## config.mk

```make
export PLATFORM = sky130hd
export DESIGN_NAME = aud_ctrl
export DESIGN_NICKNAME = d
export VERILOG_FILES = /design/src/rtl/aud_pkg.sv /design/src/rtl/aud_sram_port.sv /design/src/rtl/aud_ctrl.sv
export SDC_FILE = /design/constraint.sdc
export NUM_CORES = 1
export LEC_CHECK = 0
export CORE_ASPECT_RATIO = 0.6
export CORE_MARGIN = 2
export CORE_UTILIZATION = 46
export DETAILED_ROUTE_END_ITERATION = 8
export HOLD_SLACK_MARGIN = 0.08
export PLACE_DENSITY = 0.85
export RECOVER_POWER = 25
export SLEW_MARGIN = 20
export SYNTH_ARGS = -nofsm -noshare
export SYNTH_HDL_FRONTEND = slang
export SYNTH_SLANG_ARGS = --single-unit
```

## constraint.sdc

```tcl
create_clock -name i_clk -period 4.8 [get_ports i_clk]
set_clock_uncertainty 0.2 [all_clocks]
set_input_delay 0.48 -clock i_clk [delete_from_list [all_inputs] [get_ports i_clk]]
set_output_delay 0.48 -clock i_clk [all_outputs]
set_load 0.02 [all_outputs]
```

## src/rtl/aud_pkg.sv

```systemverilog
// Shared constants and state types for the audio mode controller.
package aud_pkg;

   localparam int unsigned AW = 20;
   localparam int unsigned DW = 16;

   typedef enum logic [2:0] {
      M_IDLE       = 3'd0,
      M_RECORD     = 3'd1,
      M_REC_PAUSE  = 3'd2,
      M_PLAY       = 3'd3,
      M_PLAY_PAUSE = 3'd4
   } aud_mode_e;

   typedef enum logic [1:0] {
      P_IDLE   = 2'd0,
      P_ACCESS = 2'd1,
      P_DONE   = 2'd2
   } port_state_e;

endpackage

```

## src/rtl/aud_sram_port.sv

```systemverilog
// Single-port SRAM access sequencer: latch request, one strobe cycle, one ack cycle.
module aud_sram_port
   import aud_pkg::*;
(
   input  logic          i_clk,
   input  logic          i_rst_n,
   input  logic          i_req,
   input  logic          i_wr,
   input  logic [AW-1:0] i_addr,
   input  logic [DW-1:0] i_wdata,
   output logic [AW-1:0] o_sram_addr,
   output logic [DW-1:0] o_sram_wdata,
   input  logic [DW-1:0] i_sram_rdata,
   output logic          o_sram_we_n,
   output logic          o_sram_oe_n,
   output logic          o_wr,
   output logic          o_last,
   output logic          o_wr_ack,
   output logic          o_rd_ack,
   output logic [DW-1:0] o_rd_data
);

   port_state_e state;
   port_state_e state_nxt;

   // State register.
   always_ff @(posedge i_clk) begin
      if (!i_rst_n) state <= P_IDLE;
      else          state <= state_nxt;
   end

   // Access latch on acceptance and read-data capture at the end of the strobe cycle.
   always_ff @(posedge i_clk) begin
      if (!i_rst_n) begin
         o_sram_addr  <= '0;
         o_sram_wdata <= '0;
         o_wr         <= 1'b0;
         o_rd_data    <= '0;
      end else begin
         if (state == P_IDLE && i_req) begin
            o_sram_addr  <= i_addr;
            o_sram_wdata <= i_wdata;
            o_wr         <= i_wr;
         end
         if (state == P_ACCESS && !o_wr) o_rd_data <= i_sram_rdata;
      end
   end

   // Next-state logic.
   always_comb begin
      state_nxt = state;
      case (state)
         P_IDLE:   if (i_req) state_nxt = P_ACCESS;
         P_ACCESS: state_nxt = P_DONE;
         P_DONE:   state_nxt = P_IDLE;
         default:  state_nxt = P_IDLE;
      endcase
   end

   // Strobes and acks decoded from state so reset releases them on the next edge.
   always_comb begin
      o_sram_we_n = !(state == P_ACCESS && o_wr);
      o_sram_oe_n = !(state == P_ACCESS && !o_wr);
      o_last      = (state == P_ACCESS);
      o_wr_ack    = (state == P_DONE) && o_wr;
      o_rd_ack    = (state == P_DONE) && !o_wr;
   end

endmodule

```

## src/rtl/aud_ctrl.sv

```systemverilog
// Audio record/playback mode controller and SRAM arbiter.
// AUD_CTRL_AUTOSTOP_EN: playback stops at the recording end instead of looping
// (and o_play_restart is not present).
module aud_ctrl
   import aud_pkg::*;
(
   input  logic          i_clk,
   input  logic          i_rst_n,
   input  logic          i_key_rec,
   input  logic          i_key_play,
   input  logic          i_key_pause,
   input  logic          i_key_stop,
   output logic          o_rec_start,
   output logic          o_rec_pause,
   output logic          o_rec_stop,
   output logic          o_play_start,
   output logic          o_play_pause,
   output logic          o_play_stop,
`ifndef AUD_CTRL_AUTOSTOP_EN
   output logic          o_play_restart,
`endif
   input  logic          i_rec_req,
   input  logic [AW-1:0] i_rec_addr,
   input  logic [DW-1:0] i_rec_data,
   output logic          o_rec_ack,
   input  logic          i_play_req,
   input  logic [AW-1:0] i_play_addr,
   output logic [DW-1:0] o_play_data,
   output logic          o_play_ack,
   output logic [AW-1:0] o_sram_addr,
   output logic [DW-1:0] o_sram_wdata,
   input  logic [DW-1:0] i_sram_rdata,
   output logic          o_sram_we_n,
   output logic          o_sram_oe_n,
   output logic [2:0]    o_mode,
   output logic [AW-1:0] o_rec_end,
   output logic          o_have_data
);

   aud_mode_e     mode;
   aud_mode_e     mode_nxt;
   logic          rec_start_nxt, rec_pause_nxt, rec_stop_nxt;
   logic          play_start_nxt, play_pause_nxt, play_stop_nxt;
`ifndef AUD_CTRL_AUTOSTOP_EN
   logic          restart_nxt;
`endif
   logic [AW-1:0] rec_end_nxt;
   logic          have_nxt;
   logic          k_stop, k_pause, k_rec, k_play;
   logic          port_req, port_wr, port_last, acc_wr;
   logic          wr_fin, rd_fin;

   aud_sram_port u_port (
      .i_clk        (i_clk),
      .i_rst_n      (i_rst_n),
      .i_req        (port_req),
      .i_wr         (port_wr),
      .i_addr       (port_wr ? i_rec_addr : i_play_addr),
      .i_wdata      (i_rec_data),
      .o_sram_addr  (o_sram_addr),
      .o_sram_wdata (o_sram_wdata),
      .i_sram_rdata (i_sram_rdata),
      .o_sram_we_n  (o_sram_we_n),
      .o_sram_oe_n  (o_sram_oe_n),
      .o_wr         (acc_wr),
      .o_last       (port_last),
      .o_wr_ack     (o_rec_ack),
      .o_rd_ack     (o_play_ack),
      .o_rd_data    (o_play_data)
   );

   // Mode, command pulses and recording-end registers.
   always_ff @(posedge i_clk) begin
      if (!i_rst_n) begin
         mode         <= M_IDLE;
         o_rec_start  <= 1'b0;
         o_rec_pause  <= 1'b0;
         o_rec_stop   <= 1'b0;
         o_play_start <= 1'b0;
         o_play_pause <= 1'b0;
         o_play_stop  <= 1'b0;
`ifndef AUD_CTRL_AUTOSTOP_EN
         o_play_restart <= 1'b0;
`endif
         o_rec_end    <= '0;
         o_have_data  <= 1'b0;
      end else begin
         mode         <= mode_nxt;
         o_rec_start  <= rec_start_nxt;
         o_rec_pause  <= rec_pause_nxt;
         o_rec_stop   <= rec_stop_nxt;
         o_play_start <= play_start_nxt;
         o_play_pause <= play_pause_nxt;
         o_play_stop  <= play_stop_nxt;
`ifndef AUD_CTRL_AUTOSTOP_EN
         o_play_restart <= restart_nxt;
`endif
         o_rec_end    <= rec_end_nxt;
         o_have_data  <= have_nxt;
      end
   end

   // Key decode and mode transitions; access-completion events override key results.
   always_comb begin
      k_stop  = i_key_stop;
      k_pause = i_key_pause & ~i_key_stop;
      k_rec   = i_key_rec & ~i_key_pause & ~i_key_stop;
      k_play  = i_key_play & ~i_key_rec & ~i_key_pause & ~i_key_stop;

      mode_nxt       = mode;
      rec_start_nxt  = 1'b0;
      rec_pause_nxt  = 1'b0;
      rec_stop_nxt   = 1'b0;
      play_start_nxt = 1'b0;
      play_pause_nxt = 1'b0;
      play_stop_nxt  = 1'b0;
`ifndef AUD_CTRL_AUTOSTOP_EN
      restart_nxt    = 1'b0;
`endif
      rec_end_nxt    = o_rec_end;
      have_nxt       = o_have_data;

      case (mode)
         M_IDLE: begin
            if (k_rec) begin
               mode_nxt      = M_RECORD;
               rec_start_nxt = 1'b1;
               rec_end_nxt   = '0;
               have_nxt      = 1'b0;
            end else if (k_play && o_have_data) begin
               mode_nxt       = M_PLAY;
               play_start_nxt = 1'b1;
            end
         end
         M_RECORD: begin
            if (k_stop) begin
               mode_nxt     = M_IDLE;
               rec_stop_nxt = 1'b1;
            end else if (k_pause) begin
               mode_nxt      = M_REC_PAUSE;
               rec_pause_nxt = 1'b1;
            end
         end
         M_REC_PAUSE: begin
            if (k_stop) begin
               mode_nxt     = M_IDLE;
               rec_stop_nxt = 1'b1;
            end else if (k_pause || k_rec) begin
               mode_nxt      = M_RECORD;
               rec_start_nxt = 1'b1;
            end
         end
         M_PLAY: begin
            if (k_stop) begin
               mode_nxt      = M_IDLE;
               play_stop_nxt = 1'b1;
            end else if (k_pause) begin
               mode_nxt       = M_PLAY_PAUSE;
               play_pause_nxt = 1'b1;
            end
         end
         M_PLAY_PAUSE: begin
            if (k_stop) begin
               mode_nxt      = M_IDLE;
               play_stop_nxt = 1'b1;
            end else if (k_pause || k_play) begin
               mode_nxt       = M_PLAY;
               play_start_nxt = 1'b1;
            end
         end
         default: mode_nxt = M_IDLE;
      endcase

      // Completion is decided in the strobe cycle so its effects register into the ack cycle.
      if (wr_fin) begin
         rec_end_nxt = o_sram_addr;
         have_nxt    = 1'b1;
         if (&o_sram_addr) begin
            mode_nxt     = M_IDLE;
            rec_stop_nxt = 1'b1;
         end
      end
      if (rd_fin && (o_sram_addr == o_rec_end)) begin
`ifdef AUD_CTRL_AUTOSTOP_EN
         mode_nxt      = M_IDLE;
         play_stop_nxt = 1'b1;
`else
         restart_nxt   = 1'b1;
`endif
      end
   end

   // Ownership gating and status outputs.
   always_comb begin
      port_req = ((mode == M_RECORD) && i_rec_req) || ((mode == M_PLAY) && i_play_req);
      port_wr  = (mode == M_RECORD);
      wr_fin   = port_last && acc_wr;
      rd_fin   = port_last && !acc_wr;
      o_mode   = mode;
   end

endmodule

```

==> results of run 1 <==
[worst max-delay path: stages]
cell and delay, ns:
clkbuf_1 1.30, clkbuf_1 1.00, nor2b_1 0.32, o211ai_1 0.12, nor2_1 0.13
[cells in the mapped netlist, drive strengths merged]
| library cell | n | area share, % |
|---|---|---|
| nand2 | 132 | 13 |
| dfxtp | 86 | 44 |
| a21boi | 34 | 6.6 |
| and2 | 22 | 3.6 |
| mux2i | 22 | 5.7 |
| o21ai | 22 | 2.8 |
| clkbuf | 20 | 2.0 |
| o211a | 20 | 5.2 |
| xor2 | 20 | 4.5 |
| buf | 11 | 1.5 |
| inv | 7 | 0.68 |
| nor4 | 7 | 1.3 |
| nand4 | 6 | 0.97 |
| nor2b | 6 | 0.97 |
| nor2 | 5 | 0.48 |
| and3b | 4 | 0.90 |
| a21oi | 3 | 0.39 |
| and4 | 3 | 0.68 |
| nand3 | 3 | 0.39 |
| nor3 | 3 | 0.39 |
| nor3b | 3 | 1.0 |
| and3 | 2 | 0.32 |
| o211ai | 2 | 0.39 |
| o311ai | 2 | 0.45 |
| xnor2 | 2 | 0.45 |
| a2111oi | 1 | 0.23 |
| nand2b | 1 | 0.16 |
| o2111ai | 1 | 0.23 |
| o22ai | 1 | 0.16 |
| o31ai | 1 | 0.19 |
| or4 | 1 | 0.19 |
[flip-flops by register name, indices dropped and copies added (netlist names)]
name and cells:
o_have_data 1, o_rec_stop 1, u_port.o_rd_data 16, o_play_pause 1, o_play_stop 1, o_rec_pause 1, u_port.o_wr 1, u_port.o_sram_wdata 16
o_rec_end 20, o_play_restart 1, u_port.o_sram_addr 20, o_play_start 1, u_port.state 2, o_rec_start 1, o_mode 3
[layout by cell type, fill, tap and decap left out, types with 9 or more instances in the layout]
cell	n
a21boi_0	24
a21boi_1	10
and2_1	22
clkbuf_16	9
clkdlybuf4s50_1	126
dfxtp_1	86
dlygate4sd3_1	39
mux2i_1	22
nand2_1	132
o211a_1	20
o21ai_0	22
xor2_1	20
[cell type report]
class / instances / area, um2 / area share [%]
clock inverters: 3 / 21.3 / 0.364
repair buffers: 170 / 1690 / 29.0
flip-flops and latches: 86 / 1720 / 29.5
multi-input cells: 329 / 2010 / 34.3
inverters: 7 / 26.3 / 0.450
clock buffers: 13 / 240 / 4.11
well taps: 108 / 135 / 2.31
[per-stage QoR]
stage               setup slack, ns  total power [mW]  area [um2]
floorplan                      2.97             0.804        3880
global placement               2.12             0.896        5590
detailed placement             2.00             0.900        5590
CTS                            1.74              1.51        5850
global route                   1.17              1.55        5840
finish                         1.50              1.50        5840
[routing by layer]
| metal | vias up | track usage (%) | part of all wire, % |
|---|---|---|---|
| met3 | 16 | 7.35 | 8.2 |
| met4 | 0 | 8.81 | 1.4 |
| met5 | - | 0 | 0 |
| met1 | 1778 | 32.6 | 44 |
| met2 | 158 | 42.9 | 46 |
| li1 | 1834 | - | - |
[power breakdown]
part | switching [mW] | internal [mW] | total (mW)
Clock | 0.270 | 0.351 | 0.621
Combinational | 0.0595 | 0.0917 | 0.151
Sequential | 0.0105 | 0.722 | 0.733
[logic make-up (layout without fill, tap and decap cells)]
family / after synthesis / in the layout / share of synthesized area (%)
AO/OA/AOI/OAI: 87 / 87 / 16.6
XOR/XNOR: 22 / 22 / 4.97
buffers and inverters: 38 / 193 / 4.23
flip-flops: 86 / 86 / 44.4
multiplexers: 22 / 22 / 5.68
AND/OR/NAND/NOR: 198 / 198 / 24.1
[worst min path at each step]
stage                     slack [ns]  cells after the start                            startpoint                                    to
final                           0.25                      2  u_port.o_sram_wdata[15]$_SDFFE_PN0P_  u_port.o_sram_wdata[15]$_SDFFE_PN0P_
after global routing            0.27                      2  u_port.o_sram_wdata[12]$_SDFFE_PN0P_  u_port.o_sram_wdata[12]$_SDFFE_PN0P_
after CTS                       0.25                      2  u_port.o_sram_wdata[15]$_SDFFE_PN0P_  u_port.o_sram_wdata[15]$_SDFFE_PN0P_
after detailed placement        0.25                      2  u_port.o_sram_wdata[15]$_SDFFE_PN0P_  u_port.o_sram_wdata[15]$_SDFFE_PN0P_
after global placement          0.24                      2   u_port.o_sram_wdata[7]$_SDFFE_PN0P_   u_port.o_sram_wdata[7]$_SDFFE_PN0P_
after floorplan                 0.30                      2              u_port.o_wr$_SDFFE_PN0P_              u_port.o_wr$_SDFFE_PN0P_
==> results.txt, run 1 <==
The flow ran to the end, but the final reports show violations. The final reports fail on capacitance limit, slew limit. The share of final-layout standard cells stronger than drive strength 1 came out at 3.13%.

The final critical path takes up 68.6% of the cycle. The minimum period implied by the final worst setup slack is 3.30 ns. The core footprint is 0.00801 mm2. The count of pins over their slew limit is 52. 167 I/O pins were placed. Cells fill 73.0% of the core in the end. The wire length of the first global-routing pass is 18.2 mm. Entering global routing, the biggest net connects 52 pins. In this run the power density over the cells is 257 mW/mm2. The aggregate global-route resource usage is 25.7%. The initial antenna violation count is 0. The end point of the critical path is o_play_start$_SDFF_PN0_. The H-tree depth came out at 3. The routed via count divided by cell count is 5.29. The max-cap check violation count is 1. The DRC violation total after the first TritonRoute iteration is 252. The required time at the worst-slack endpoint is 4.87 ns. In this run the remaining antenna-violating nets after routing total 0.

The number of buffers on the longest clock path came out at 2. The worst hold slack is 0.251 ns. The post-synth net total is 533. The total of flip-flops plus latches after synthesis came out at 86. For this run the aggregate overflow at the end of global routing stands at 0. After detailed routing, the average wire length per cell comes to 16.3 um. The number of warnings issued by yosys came out at 0. In this run the cell area of the synthesized design comes to 0.00388 mm2. Setup repair after global routing left no endpoint under its margin.

The sequential share of the synthesized area is 44.4%. The slew at the pin with the worst max-slew slack is 1.84 ns. The cell row count is 25. The clock transition at the register clock pins on the worst setup and hold paths after CTS came out at 0.06 ns. Setup violations remaining at the end of the flow were counted as 0. The net count reported at finish came out at 683. The tightest min-delay check is of the reg -> reg type. The count of antenna diodes in the layout came out at 0. The startpoint of the most critical register-to-register path is u_port.state[0]$_SDFFE_PN0P_.

STA classifies the critical path endpoint as a flip-flop. The post-route DRC violation count is 0. Buffers inserted to repair hold after CTS numbered 0.

The worst setup path is of the in -> reg kind. Summed over all failing endpoints, the final setup total negative slack is 0 ns. Post-CTS repair changed the size of 0 cells. The critical path starts at i_rst_n. The reported leakage power is 2.48 nW. The clock latency on the worst-skew pair is 0.34 ns. The number of instances in the placed design is 700. The worst path arrival time is 3.37 ns. The initial utilization of the core area, before any placement, comes to 48.4%. Of all nets on the critical path, the largest fanout is 51. Compared with the post-synthesis result, the final layout area differs by 50.8%. The total wirelength of the detailed-routed design is 11.7 mm.

The number of inserted filler cells in the final layout came out at 645. The total via count in the routed design is 3786. The number of cells in the finished layout apart from fillers is 716. The final HPWL from detailed placement came out at 8.49 mm. The number of detailed-route iterations in the first pass is 5. Static timing analysis puts the maximum clock frequency at 303 MHz. Clock tree synthesis selected as its root buffer the cell clkbuf_16. The die extent in x came out at 123 um. The capture point of the worst reg-to-reg path is o_mode[2]$_SDFF_PN0_. The via count of the first global-routing pass came to 3623. The height of the chip came out at 75.1 um. Synthesis produced 453 cells.

TritonCTS built the clock tree. The number of distinct library cells after synthesis came out at 38. The setup fix buffers added after clock tree synthesis came out at 0. The die covers 0.00920 mm2.

The count of input and output buffers is 166. The number of endpoints with negative hold slack in the final report is 0. At the end of routability-driven placement, the weighted congestion stood at 0.850. The clock sink total is 86.

A synthesized cell averages 8.56 um2. IR analysis of the VDD net gives a maximum drop of 0.178 mV. The number of cell instances on the worst register-to-register path came out at 6. The worst relative slew slack came out at -22.3%. Buffers inserted during clock tree synthesis total 9. STA classifies the critical path startpoint as an input pin.

The slack of the worst reg-to-reg path is 2.02 ns.
Note: power is estimated with default switching activity, not from simulation.
==> run 2, diff against run 1 <==
--- a/config.mk
+++ b/config.mk
@@ -7,10 +7,10 @@
 export LEC_CHECK = 0
 export CORE_ASPECT_RATIO = 0.6
 export CORE_MARGIN = 2
-export CORE_UTILIZATION = 46
+export CORE_UTILIZATION = 38
 export DETAILED_ROUTE_END_ITERATION = 8
 export HOLD_SLACK_MARGIN = 0.08
-export PLACE_DENSITY = 0.85
+export PLACE_DENSITY = 0.75
 export RECOVER_POWER = 25
 export SLEW_MARGIN = 20
 export SYNTH_ARGS = -nofsm -noshare
==> constraint.sdc (replaced) <==
create_clock -name i_clk -period 2.9 [get_ports i_clk]
set_clock_uncertainty 0.2 [all_clocks]
set_input_delay 0.29 -clock i_clk [delete_from_list [all_inputs] [get_ports i_clk]]
set_output_delay 0.29 -clock i_clk [all_outputs]
set_load 0.02 [all_outputs]
==> run 2 against run 1 <==
  * Combinational power up 65%
  * Via count down 2.7%
  * Non-clock buffer count up 4
  * Hold slack worse by 0.16 ns
  * The flow now finishes without violations
  * Total power up 82%
  * Flip-flop and latch count unchanged
  * Sequential share of layout area down 0.59 points
  * Cell count up 4.3%
  * Critical endpoint is now o_sram_we_n
  * Largest power group is now the clock network
  * Core utilization down 13 points
  * Largest cell class unchanged
==> results.txt, run 2 (synthesis results as in run 1) <==
The flow ran to the end, and the final reports show no timing, DRC or antenna violations. The effective utilization at floorplan is 39.2%. The final weighted congestion of routability-driven global placement is 0.868. With fillers left out, the area of the finished cells amounts to 0.00596 mm2. Grouping stages by cell kind, the critical path spends the most delay in buffers and inverters. The minimum period implied by the final worst setup slack is 2.59 ns. The wire-length estimate of the detail-placed layout is 8.15 mm. The height of the chip is 82.2 um. TritonCTS built the clock tree. The largest incremental delay on the critical path came out at 0.71 ns. The die outline area is 0.0111 mm2. In this run the critical register-to-register path is launched from o_mode[0]$_SDFF_PN0_. In the final layout, the registers with the most flip-flops are o_rec_end (20), u_port.o_sram_addr (20). The largest net degree at the start of global routing came out at 73.

After routing, the total negative slack on setup checks comes to 0 ns. The relative area change from synthesis to final layout is 53.8%. The number of instances resized during post-cts repair came out at 0.

In this run the critical register-to-register path is captured at u_port.o_sram_wdata[1]$_SDFFE_PN0P_. The combined buffer and inverter count along the critical path came out at 2. Registers take 0.00172 mm2. The reported leakage power is 2.48 nW. The max-cap check violation count came out at 0. Hold repair after CTS inserted 0 buffers.

Setup repair after global routing left no endpoint under its margin. The critical path depth is 3. The total cell area at the placement stage is 0.00565 mm2. The number of routed nets with antenna violations came out at 0. The worst setup path is launched from a flip-flop. The first global-routing pass estimated 17.5 mm of wire. Measured in cells, the most critical reg-to-reg path has a length of 4. The setup fix buffers added after clock tree synthesis came out at 0.

The root buffer cell is clkbuf_16. No sink is reached through more buffers than the 2 on the longest clock path. The clock sink total came out at 86. The worst setup path is captured at a primary output. In the finished design, the share of the clock period the worst path needs comes to 89.3%. During I/O placement, the number of pins put on the boundary was 167. The clock latency on the worst-skew pair came out at 0.34 ns.

The critical path is of the reg -> out type. The most critical setup path has its startpoint at u_port.state[1]$_SDFFE_PN0P_. The cell row count came out at 28.

The count of antenna diodes in the layout came out at 0. TritonCTS created 9 clock buffers. The end point of the critical path is o_sram_we_n. The highest clock rate came out at 386 MHz. The worst relative slew slack is 50.7%. The number of detailed-route iterations in the first pass came out at 4. The count of final setup violators is 0. The number of inserted filler cells in the final layout is 867. The worst voltage drop across the vdd grid is 0.449 mV. Summed over all layers, the routed wires come to 11.3 mm. The DRC violation total after the first TritonRoute iteration is 267. For this block, the via count after detailed routing is 3683. The post-route DRC violation count came out at 0.

The cell area power density came out at 459 mW/mm2. In the final layout, the share of cells above drive strength 1 is 4.41%. In the final design database the tool counted 687 nets. The clock transition at the register clock pins on the worst setup and hold paths after CTS came out at 0.06 ns. The count of pins over their slew limit was 0. In this run the standard cell core region covers 0.00988 mm2. The most common cell after layout, fill and taps aside is clkdlybuf4s50_1. In the routed layout, each cell is associated on average with a via count of 4.93.

The worst-path cell with the longest stage delay is clkdlybuf4s50_1. The initial antenna violation count was 0. The via count of the first global-routing pass came to 3412. In the final routed layout, each cell accounts on average for 15.2 um.

The aggregate global-route resource usage is 20.3%. Setup slack on the worst reg-to-reg path comes out at 0.67 ns. The total congestion overflow after global routing came out at 0. Data on the critical path arrives at its endpoint at 2.10 ns.

The number of endpoints with negative hold slack in the final report came out at 0. The required time at the worst-slack endpoint came out at 2.41 ns. The slew at the pin with the worst max-slew slack is 0.740 ns. The count of input and output buffers is 166. The H-tree generated during clock tree synthesis spans 3 levels. The critical path goes through and3b_1, inv_1, clkdlybuf4s50_1. The die is 134 um wide. The path type of the worst min-delay path is in -> reg.

The area occupied by multi-input gates is 0.00198 mm2. The top cell types in the final layout, fill and taps aside, are clkdlybuf4s50_1 (143), nand2_1 (132), dfxtp_1 (86), a21boi_0 (24). The largest fanout on the critical path is 14.
run 2: worst reg2reg max path: stages, from the launching register on:
cell and delay [ns]:
dfxtp_1 0.63, nand2b_1 0.19, or4_1 0.82, nand2_1 0.17, a21boi_0 0.10
run 2: cell type report:
cell class                 count  area share (%)
clock buffer                  11            4.24
multi-input combinational    329            33.3
tap                          135            2.83
clock inverter                 5            1.36
inverter                       7           0.441
timing repair buffer         174            29.0
sequential                    86            28.9
run 2: worst min path at each step:
stage                                    startpoint                              endpoint  slack (ns)  cells after the start
4_1_cts                                     i_rst_n                o_play_stop$_SDFF_PN0_        0.08                      3
3_3_place_gp   u_port.o_sram_wdata[15]$_SDFFE_PN0P_  u_port.o_sram_wdata[15]$_SDFFE_PN0P_        0.24                      2
2_1_floorplan                            i_key_stop                o_play_stop$_SDFF_PN0_        0.21                      2
3_5_place_dp   u_port.o_sram_wdata[11]$_SDFFE_PN0P_  u_port.o_sram_wdata[11]$_SDFFE_PN0P_        0.25                      2
6_report                                    i_rst_n                o_play_stop$_SDFF_PN0_        0.09                      3
5_1_grt                                     i_rst_n    u_port.o_sram_addr[5]$_SDFFE_PN0P_        0.10                      2
run 2: power breakdown:
| group | internal, mW | switching (mW) | leakage, nW |
|---|---|---|---|
| clock network | 0.802 | 0.475 | 0.162 |
| logic | 0.152 | 0.0972 | 1.63 |
| registers | 1.19 | 0.0170 | 0.694 |
run 2: metrics by stage:
step | worst slack, ns | hold slack (ns) | util [%] | std cells | total power [mW]
global route | 0.194 | 0.102 | 60.4 | 747 | 2.83
floorplan | 1.10 | 0.206 | - | 453 | 1.33
global placement | 0.432 | 0.242 | 57.2 | 731 | 1.49
detailed placement | 0.331 | 0.251 | 57.2 | 731 | 1.49
finish | 0.310 | 0.0937 | 60.4 | 747 | 2.74
CTS | 0.259 | 0.0831 | 60.6 | 747 | 2.77
run 2: layer usage:
metal / vias to the layer above / global-route usage [%] / part of all wire (%)
met2: 149 / 30.3 / 43
met5: - / 0 / 0
met3: 13 / 6.35 / 8.0
met4: 0 / 6.74 / 1.1
met1: 1690 / 28.0 / 48
li1: 1831 / - / -
